--- config.mk ---
export PLATFORM = sky130hd
export DESIGN_NAME = ball_fsm_flat
export DESIGN_NICKNAME = d
export VERILOG_FILES = /design/src/rtl/ball_fsm_if.sv /design/src/rtl/ball_fsm.sv /design/src/flat_wrapper.sv
export SDC_FILE = /design/constraint.sdc
export NUM_CORES = 1
export LEC_CHECK = 0
export ABC_AREA = 1
export BUFFER_PORTS_ARGS = -buffer_cell sky130_fd_sc_hd__buf_2
export CORE_MARGIN = 2
export CORE_UTILIZATION = 30
export DETAILED_ROUTE_END_ITERATION = 7
export PLACE_DENSITY = 0.6
export RECOVER_POWER = 25
export SLEW_MARGIN = 25
export SYNTH_ARGS = -nofsm -noshare
export SYNTH_HDL_FRONTEND = slang
export SYNTH_SLANG_ARGS = --single-unit
--- constraint.sdc ---
create_clock -name i_clock -period 1.6 [get_ports i_clock]
set_clock_uncertainty 0.05 [all_clocks]
set_input_delay 0.24 -clock i_clock [delete_from_list [all_inputs] [get_ports i_clock]]
set_output_delay 0.24 -clock i_clock [all_outputs]
set_load 0.03 [all_outputs]
--- src/rtl/ball_fsm_if.sv ---
// Signal bundle between the ball controller, the frame-tick/collision logic and the renderer.
interface ball_fsm_if;
  logic       frame_tick;
  logic [1:0] bounce;
  logic [9:0] ball_pos_x;
  logic [9:0] ball_pos_y;
  logic [7:0] ball_size_x;
  logic [7:0] ball_size_y;
  logic       dir_x;
  logic       dir_y;
  logic       serving;

  modport master (
    output frame_tick, bounce,
    input  ball_pos_x, ball_pos_y, ball_size_x, ball_size_y, dir_x, dir_y, serving
  );

  modport slave (
    input  frame_tick, bounce,
    output ball_pos_x, ball_pos_y, ball_size_x, ball_size_y, dir_x, dir_y, serving
  );
endinterface

--- src/rtl/ball_fsm.sv ---
// Pong ball motion: per-frame stepping with edge saturation, bounce handling and the
// serve / re-centre sequence after a point.
module ball_fsm #(
  parameter int unsigned SCREEN_X    = 640,
  parameter int unsigned SCREEN_Y    = 480,
  parameter int unsigned BALL_SIZE   = 8,
  parameter int unsigned SPEED_X     = 2,
  parameter int unsigned SPEED_Y     = 1,
  parameter int unsigned SERVE_DELAY = 60
) (
  input  logic         i_clock,
  input  logic         i_reset_n,
  ball_fsm_if.slave    io_ball
);

  localparam logic [10:0] MAX_X    = 11'(SCREEN_X - BALL_SIZE);
  localparam logic [10:0] MAX_Y    = 11'(SCREEN_Y - BALL_SIZE);
  localparam logic [9:0]  CX       = 10'((SCREEN_X - BALL_SIZE) / 2);
  localparam logic [9:0]  CY       = 10'((SCREEN_Y - BALL_SIZE) / 2);
  localparam logic [10:0] HALF_X   = 11'(SCREEN_X / 2);
  localparam logic [10:0] HALF_Y   = 11'(SCREEN_Y / 2);
  localparam logic [10:0] STEP_X   = 11'(SPEED_X);
  localparam logic [10:0] STEP_Y   = 11'(SPEED_Y);
  localparam logic [7:0]  LAST_CNT = 8'((SERVE_DELAY == 0) ? 0 : SERVE_DELAY - 1);

  typedef enum logic {StServe, StMove} state_e;

  state_e     r_state, w_state_d;
  logic [7:0] r_cnt, w_cnt_d;
  logic [9:0] r_pos_x, w_pos_x_d, r_pos_y, w_pos_y_d;
  logic       r_dir_x, w_dir_x_d, r_dir_y, w_dir_y_d;
  logic       r_serve_dir, w_serve_dir_d;
  logic       r_pend_score, w_pend_score_d;
  logic       r_pend_paddle, w_pend_paddle_d;
  logic       r_pend_wall, w_pend_wall_d;

  logic w_ev_score, w_ev_paddle, w_ev_wall;
  logic w_eff_score, w_eff_paddle, w_eff_wall;

  // 11-bit step so neither edge can wrap.
  function automatic logic [9:0] f_step(input logic [9:0] pos, input logic fwd,
                                        input logic [10:0] step, input logic [10:0] lim);
    logic [10:0] ext;
    logic [10:0] sum;
    ext = {1'b0, pos};
    sum = ext + step;
    if (fwd) return (sum > lim) ? lim[9:0] : sum[9:0];
    else     return (ext < step) ? 10'd0 : 10'(ext - step);
  endfunction

  assign w_ev_score   = (io_ball.bounce == 2'b11);
  assign w_ev_paddle  = (io_ball.bounce == 2'b01);
  assign w_ev_wall    = (io_ball.bounce == 2'b10);
  assign w_eff_score  = r_pend_score  | w_ev_score;
  assign w_eff_paddle = r_pend_paddle | w_ev_paddle;
  assign w_eff_wall   = r_pend_wall   | w_ev_wall;

  always_comb begin
    w_state_d       = r_state;
    w_cnt_d         = r_cnt;
    w_pos_x_d       = r_pos_x;
    w_pos_y_d       = r_pos_y;
    w_dir_x_d       = r_dir_x;
    w_dir_y_d       = r_dir_y;
    w_serve_dir_d   = r_serve_dir;
    w_pend_score_d  = 1'b0;
    w_pend_paddle_d = 1'b0;
    w_pend_wall_d   = 1'b0;
    unique case (r_state)
      StServe: begin
        w_pos_x_d = CX;
        w_pos_y_d = CY;
        if (io_ball.frame_tick) begin
          if (r_cnt == LAST_CNT) begin
            w_state_d = StMove;
            w_cnt_d   = 8'd0;
            // serve_dir = 1 means serve to the left.
            w_dir_x_d = ~r_serve_dir;
          end else begin
            w_cnt_d = r_cnt + 8'd1;
          end
        end
      end
      StMove: begin
        w_pend_score_d  = w_eff_score;
        w_pend_paddle_d = w_eff_paddle;
        w_pend_wall_d   = w_eff_wall;
        if (io_ball.frame_tick) begin
          w_pend_score_d  = 1'b0;
          w_pend_paddle_d = 1'b0;
          w_pend_wall_d   = 1'b0;
          if (w_eff_score) begin
            w_state_d     = StServe;
            w_cnt_d       = 8'd0;
            w_pos_x_d     = CX;
            w_pos_y_d     = CY;
            w_serve_dir_d = ~r_serve_dir;
          end else begin
            if (w_eff_paddle) w_dir_x_d = ({1'b0, r_pos_x} < HALF_X);
            if (w_eff_wall)   w_dir_y_d = ({1'b0, r_pos_y} < HALF_Y);
            w_pos_x_d = f_step(r_pos_x, w_dir_x_d, STEP_X, MAX_X);
            w_pos_y_d = f_step(r_pos_y, w_dir_y_d, STEP_Y, MAX_Y);
          end
        end
      end
      default: w_state_d = StServe;
    endcase
  end

  always_ff @(posedge i_clock or negedge i_reset_n) begin
    if (!i_reset_n) begin
      r_state       <= StServe;
      r_cnt         <= 8'd0;
      r_pos_x       <= CX;
      r_pos_y       <= CY;
      r_dir_x       <= 1'b1;
      r_dir_y       <= 1'b1;
      r_serve_dir   <= 1'b0;
      r_pend_score  <= 1'b0;
      r_pend_paddle <= 1'b0;
      r_pend_wall   <= 1'b0;
    end else begin
      r_state       <= w_state_d;
      r_cnt         <= w_cnt_d;
      r_pos_x       <= w_pos_x_d;
      r_pos_y       <= w_pos_y_d;
      r_dir_x       <= w_dir_x_d;
      r_dir_y       <= w_dir_y_d;
      r_serve_dir   <= w_serve_dir_d;
      r_pend_score  <= w_pend_score_d;
      r_pend_paddle <= w_pend_paddle_d;
      r_pend_wall   <= w_pend_wall_d;
    end
  end

  assign io_ball.ball_pos_x  = r_pos_x;
  assign io_ball.ball_pos_y  = r_pos_y;
  assign io_ball.ball_size_x = 8'(BALL_SIZE);
  assign io_ball.ball_size_y = 8'(BALL_SIZE);
  assign io_ball.dir_x       = r_dir_x;
  assign io_ball.dir_y       = r_dir_y;
  assign io_ball.serving     = (r_state == StServe);

endmodule
--- src/flat_wrapper.sv ---
// flat-port wrapper written by rule: the top's interface ports become plain ports
module ball_fsm_flat 
#(
  parameter int unsigned SCREEN_X    = 640,
  parameter int unsigned SCREEN_Y    = 480,
  parameter int unsigned BALL_SIZE   = 8,
  parameter int unsigned SPEED_X     = 2,
  parameter int unsigned SPEED_Y     = 1,
  parameter int unsigned SERVE_DELAY = 60
)
  (i_clock, i_reset_n, io_ball_frame_tick, io_ball_bounce, io_ball_ball_pos_x, io_ball_ball_pos_y, io_ball_ball_size_x, io_ball_ball_size_y, io_ball_dir_x, io_ball_dir_y, io_ball_serving);
  ball_fsm_if io_ball_i ();
  input  logic i_clock;
  input  logic i_reset_n;
  input wire logic [$bits(io_ball_i.frame_tick)-1:0] io_ball_frame_tick;
  input wire logic [$bits(io_ball_i.bounce)-1:0] io_ball_bounce;
  output wire logic [$bits(io_ball_i.ball_pos_x)-1:0] io_ball_ball_pos_x;
  output wire logic [$bits(io_ball_i.ball_pos_y)-1:0] io_ball_ball_pos_y;
  output wire logic [$bits(io_ball_i.ball_size_x)-1:0] io_ball_ball_size_x;
  output wire logic [$bits(io_ball_i.ball_size_y)-1:0] io_ball_ball_size_y;
  output wire logic [$bits(io_ball_i.dir_x)-1:0] io_ball_dir_x;
  output wire logic [$bits(io_ball_i.dir_y)-1:0] io_ball_dir_y;
  output wire logic [$bits(io_ball_i.serving)-1:0] io_ball_serving;
  assign io_ball_i.frame_tick = io_ball_frame_tick;
  assign io_ball_i.bounce = io_ball_bounce;
  assign io_ball_ball_pos_x = io_ball_i.ball_pos_x;
  assign io_ball_ball_pos_y = io_ball_i.ball_pos_y;
  assign io_ball_ball_size_x = io_ball_i.ball_size_x;
  assign io_ball_ball_size_y = io_ball_i.ball_size_y;
  assign io_ball_dir_x = io_ball_i.dir_x;
  assign io_ball_dir_y = io_ball_i.dir_y;
  assign io_ball_serving = io_ball_i.serving;
  ball_fsm #(.SCREEN_X(SCREEN_X), .SCREEN_Y(SCREEN_Y), .BALL_SIZE(BALL_SIZE), .SPEED_X(SPEED_X), .SPEED_Y(SPEED_Y), .SERVE_DELAY(SERVE_DELAY)) u_core (.i_clock(i_clock), .i_reset_n(i_reset_n), .io_ball(io_ball_i));
endmodule
# == After elaboration in Yosys (flattened, before gate mapping) ==
# Cells that the tools add are included.
# W data, S select, Z words.
# totals
ff_bits,35
output_inout_bits,39
word_cells,81
# op_classes
n_lt_le_gt_ge,6
bitwise_logic,6
addsub,5
n_mux,41
reduce_logical,4
n_eq_ne,9
# ops
op,count
$mux W10,10
$pmux W10 S2,2
$mux W8,4
$mux W1,22
$pmux W8 S2,1
$add A10 B1 Y11 const B,1
$add A10 B2 Y11 const B,1
$gt A11 B10 Y1 const B,1
$gt A11 B9 Y1 const B,1
$lt A10 B1 Y1 const B,1
$lt A10 B2 Y1 const B,1
$lt A10 B8 Y1 const B,1
$lt A10 B9 Y1 const B,1
$sub A10 B1 Y10 const B,1
$sub A10 B2 Y10 const B,1
$reduce_and A3 Y1,3
$add A8 B1 Y8 const B,1
$eq A8 B6 Y1 const B,1
$ne A2 B2 Y1 const B,4
$eq A2 B2 Y1 const B,2
$pmux W1 S2,2
$reduce_and A4 Y1,1
$not A1 Y1,3
$or A1 B1 Y1,3
2 further kinds,2

# == Logic depth before layout (Yosys ltp) ==
# depth
word_depth,10
ltp_mapped,13
ltp_nobuf,13

# == Least setup slack after synthesis ==
# OpenSTA, ideal clock, no wires.
# synth_path
path_type,register to register
start,register u_core.r_pos_x[2] (netlist: u_core.io_ball.ball_pos_x[2])
end,register u_core.r_pos_x[7] (netlist: u_core.io_ball.ball_pos_x[7])
path_stages_with_launch,11
setup_ns,0.117
required_time_ns,1.433
n_path_buf,0
arrival_ns,1.695
slack_ns,-0.262
path_cell_list,dfstp_2 -> ha_1 -> nand2_1 -> nor2_1 -> nand2_1 -> xor2_1 -> nand2_2 -> nand2_2 -> nand2_4 -> nand2_1 -> nand2_1
# synth_between
elab_chain_cells,9
word_cells_on_any_way,15
classes_between,add/sub: 2; order compare: 3; mux: 10
# synth_lines
element,line,rtl
from (decl),ball_fsm.sv:30,"logic [9:0] r_pos_x, w_pos_x_d, r_pos_y, w_pos_y_d;"
from (signal assigned),ball_fsm.sv:125,r_pos_x <= w_pos_x_d;
"parallel branches: the longest is 5 deep, another holds $add A10 B2 Y11",-,
$mux W10 (*),ball_fsm.sv:47,if (fwd) return (sum > lim) ? lim[9:0] : sum[9:0];
$mux W10 (*),ball_fsm.sv:92,if (w_eff_score) begin
$mux W10 (*),ball_fsm.sv:88,if (io_ball.frame_tick) begin
$pmux W10 S2 (*),ball_fsm.sv:69,unique case (r_state)
# Mark *: on every way between the ends. The select of a mux whose other input is x is not followed.
# A chain may end at the register's enable or synchronous reset.

# == Final worst setup path ==
# layout_path
start,register u_core.r_pos_x[2] (netlist: u_core.io_ball.ball_pos_x[2])
end,register u_core.r_pos_x[1] (netlist: u_core.io_ball.ball_pos_x[1])
# The elaborated chain is that of the path after synthesis.

==> flow_summary.ini <==
[cells_and_area]
diodes = 0
final_common_cell = buf_4
final_cell_area_um2 = 3870
final_util_pct = 44.6
final_cell_mix = buf_4 (79), nand2_1 (63), nor2_1 (52)
nets = 507
areaGrowthSynthToFinish_pct = 44.6
drive_gt1_share_pct = 44.4

[sta]
rsz0062_at_grt = yes
fmax_mhz = 556
slew_viol_final = 0
whs_ns = 0.188
setup_viol = 17
fin_crit_sh_pct = 112
slew_headroom_pct = 27.1
layout_setup_ws_ns = -0.199
min_period_ns = 1.80
worstMarginPinSlew_ns = 1.09
hold_viol = 0

[yosys]
synth-warning-count = 0
yosysSeqAreaShare_pct = 32.4
ys_types = 36
syn_area_um2 = 2680
synth_cells = 388
yosys_register_bits = 34
synth_area_per_cell_um2 = 6.90

[power_and_ir_drop]
ir_drop_uv = 473
p_total_mw = 5.53
powerDensity_nw_per_um2 = 1430
power.leakage_nw = 1.90

[worst_setup_path]
critPathArrivalTime_ns = 1.93
start_kind = flop
cp_slowest_cell = dfstp_2
endpoint_kind = flop
cp.required_ns = 1.73
worst-setup-path-type = reg2reg
cpMostUsedCell = nand2_1
cpPeakStageDelay_ns = 0.59
worstPathCellList = inv_2 -> ha_4 -> inv_2 -> nand2_1 -> nand3_1 -> nor2_1 -> nand3_1 -> nand2_1 -> nand2_2 -> nand2_2 -> nand2_4 -> nand2_1 -> nand2_1
crit_fanout = 5

[die]
die_area_um2 = 9690
ioPinCount = 44
die_w_um = 98.5
initial_core_util_pct = 30.8
coreArea_um2 = 8680
die_h_um = 98.5
rows = 34

[detailed_routing]
wl_per_cell_um = 12.1
first_pass_iters = 4
drc = 0
drt_wl_total_mm = 7.31
drt-initial-drc-count = 87
vias_per_cell = 4.59
vias = 2784
drt.antenna.violating_nets = 0

[place]
dp_hpwl_mm = 5.66
portBuffers = 26
place_area_um2 = 3470
gp_congestion = 0.882

[global_routing]
grtUsageTotal_pct = 15.1
overflow = 0
grt_pass1_vias = 2623
grt_pass1_wl_mm = 12.1
antenna_found_initial = 0
grt_max_degree = 19

[clock_tree]
cts_made_buffers = 5
clk_path_buf_depth = 2
clk_pin_slew_worst_paths_ns = 0.08
cts_root_buf = clkbuf_8
htree_num_levels = 2
clkLatencyLatePin_ns = 0.29
cts_tree = done
cts_sinks = 34

[run_status]
outcome = finished, violations left
violations = setup timing

[min_path]
hp-class = in2reg

[run]
maxCapViolCount = 0
worst max-delay path, delay by kind of cell (launching register included):
family                   cells  cell delay, ns
AND/OR/NAND/NOR             10            0.69
flip-flops                   1            0.59
adder cells (fa/ha/maj)      1            0.25
buffers and inverters        2            0.09
registers in the layout, summed over array words and instances, names as in the netlist:
signal,count
u_core.io_ball.ball_pos_x,9
u_core.io_ball.ball_pos_y,10
u_core.r_serve_dir,1
u_core.r_state,1
u_core.r_pend_paddle,1
u_core.r_cnt,8
u_core.r_pend_wall,1
u_core.io_ball.dir_x,1
u_core.r_pend_score,1
u_core.io_ball.dir_y,1
cell type report:
type,count,area [um^2]
fill,892,4810
multi-input combinational,301,1790
sequential,34,871
timing repair buffer,111,812
inverter,44,173
tap,108,135
clock buffer,7,86.3
clock inverter,1,5.00
path summary, 6_finish.rpt:
| check | startpoint | cells past startpoint | end | slack, ns |
|---|---|---|---|---|
| hold / removal | io_ball_bounce[1] | 3 | u_core.r_pend_wall | 0.19 |
| hold reg to reg | u_core.r_serve_dir | 1 | u_core.r_serve_dir | 0.45 |
| max in group asynchronous | i_reset_n | 3 | u_core.io_ball.ball_pos_y[2] | 0.14 |
| min in group asynchronous | i_reset_n | 2 | u_core.r_pend_wall | 0.62 |
| setup / recovery | u_core.io_ball.ball_pos_x[2] | 13 | u_core.io_ball.ball_pos_x[1] | -0.20 |
| setup reg to reg | u_core.io_ball.ball_pos_x[2] | 13 | u_core.io_ball.ball_pos_x[1] | -0.20 |
metrics by stage:
stage          TNS, ns  cells  setup WS [ns]
6_report         -1.72    606         -0.199
4_1_cts          -1.98    599         -0.193
5_1_grt          -3.91    606         -0.307
3_5_place_dp     -1.95    586         -0.186
3_3_place_gp     -1.47    586         -0.147
2_1_floorplan    -2.44    403         -0.225
routing by layer:
layer | GRT usage, % | part of all wire [%] | vias to the layer above | wire [um]
met3 | 2.06 | 3.1 | 11 | 223
met1 | 20.2 | 46 | 1289 | 3350
met2 | 25.8 | 50 | 54 | 3620
li1 | - | - | 1430 | -
met5 | 0 | 0 | - | 0
met4 | 4.32 | 1.6 | 0 | 118
cell families (layout without fill, tap and decap cells):
family                     after synthesis  after routing  share of synthesized area [%]
buffers and inverters                   68            163                           12.8
other                                    2             17                          0.281
and+or+nand+nor                        202            202                           33.8
xor gates and xnor gates                17             17                           5.56
DFF                                     34             34                           32.4
adders and majority gates                5              5                           2.34
AOI/OAI and AO/OA                       60             60                           12.9
cells in the mapped netlist, drive strengths merged:
cell type / number / area share [%]
xor2: 15 / 4.9
o21ai: 22 / 4.8
nand3: 35 / 6.9
nand3b: 1 / 0.28
o21bai: 1 / 0.28
o31ai: 1 / 0.28
a211oi: 1 / 0.28
xnor2: 2 / 0.65
o211ai: 2 / 0.56
nor3b: 1 / 0.28
buf: 24 / 6.5
o22ai: 4 / 0.93
dfrtp: 22 / 21
conb: 2 / 0.28
nor2: 67 / 11
dfstp: 12 / 12
nand2: 91 / 14
a21oi: 28 / 5.5
inv: 43 / 6.1
nand4: 5 / 1.2
a31oi: 1 / 0.23
clkinv: 1 / 0.14
nor3: 2 / 0.37
ha: 5 / 2.3
repair_timing:
action	in CTS	in global routing
endpoints found under the hold margin	14	0
pin swaps	19	14
gates resized for setup	26	40
hold buffers	1	0
setup buffers	4	7
endpoints found under the setup margin	19	24
gates cloned	0	0
where the power goes:
part / switching, mW / internal, mW
Sequential: 0.279 / 1.15
Combinational: 1.96 / 1.48
Clock: 0.324 / 0.348
(Power assumes the default switching activity.)
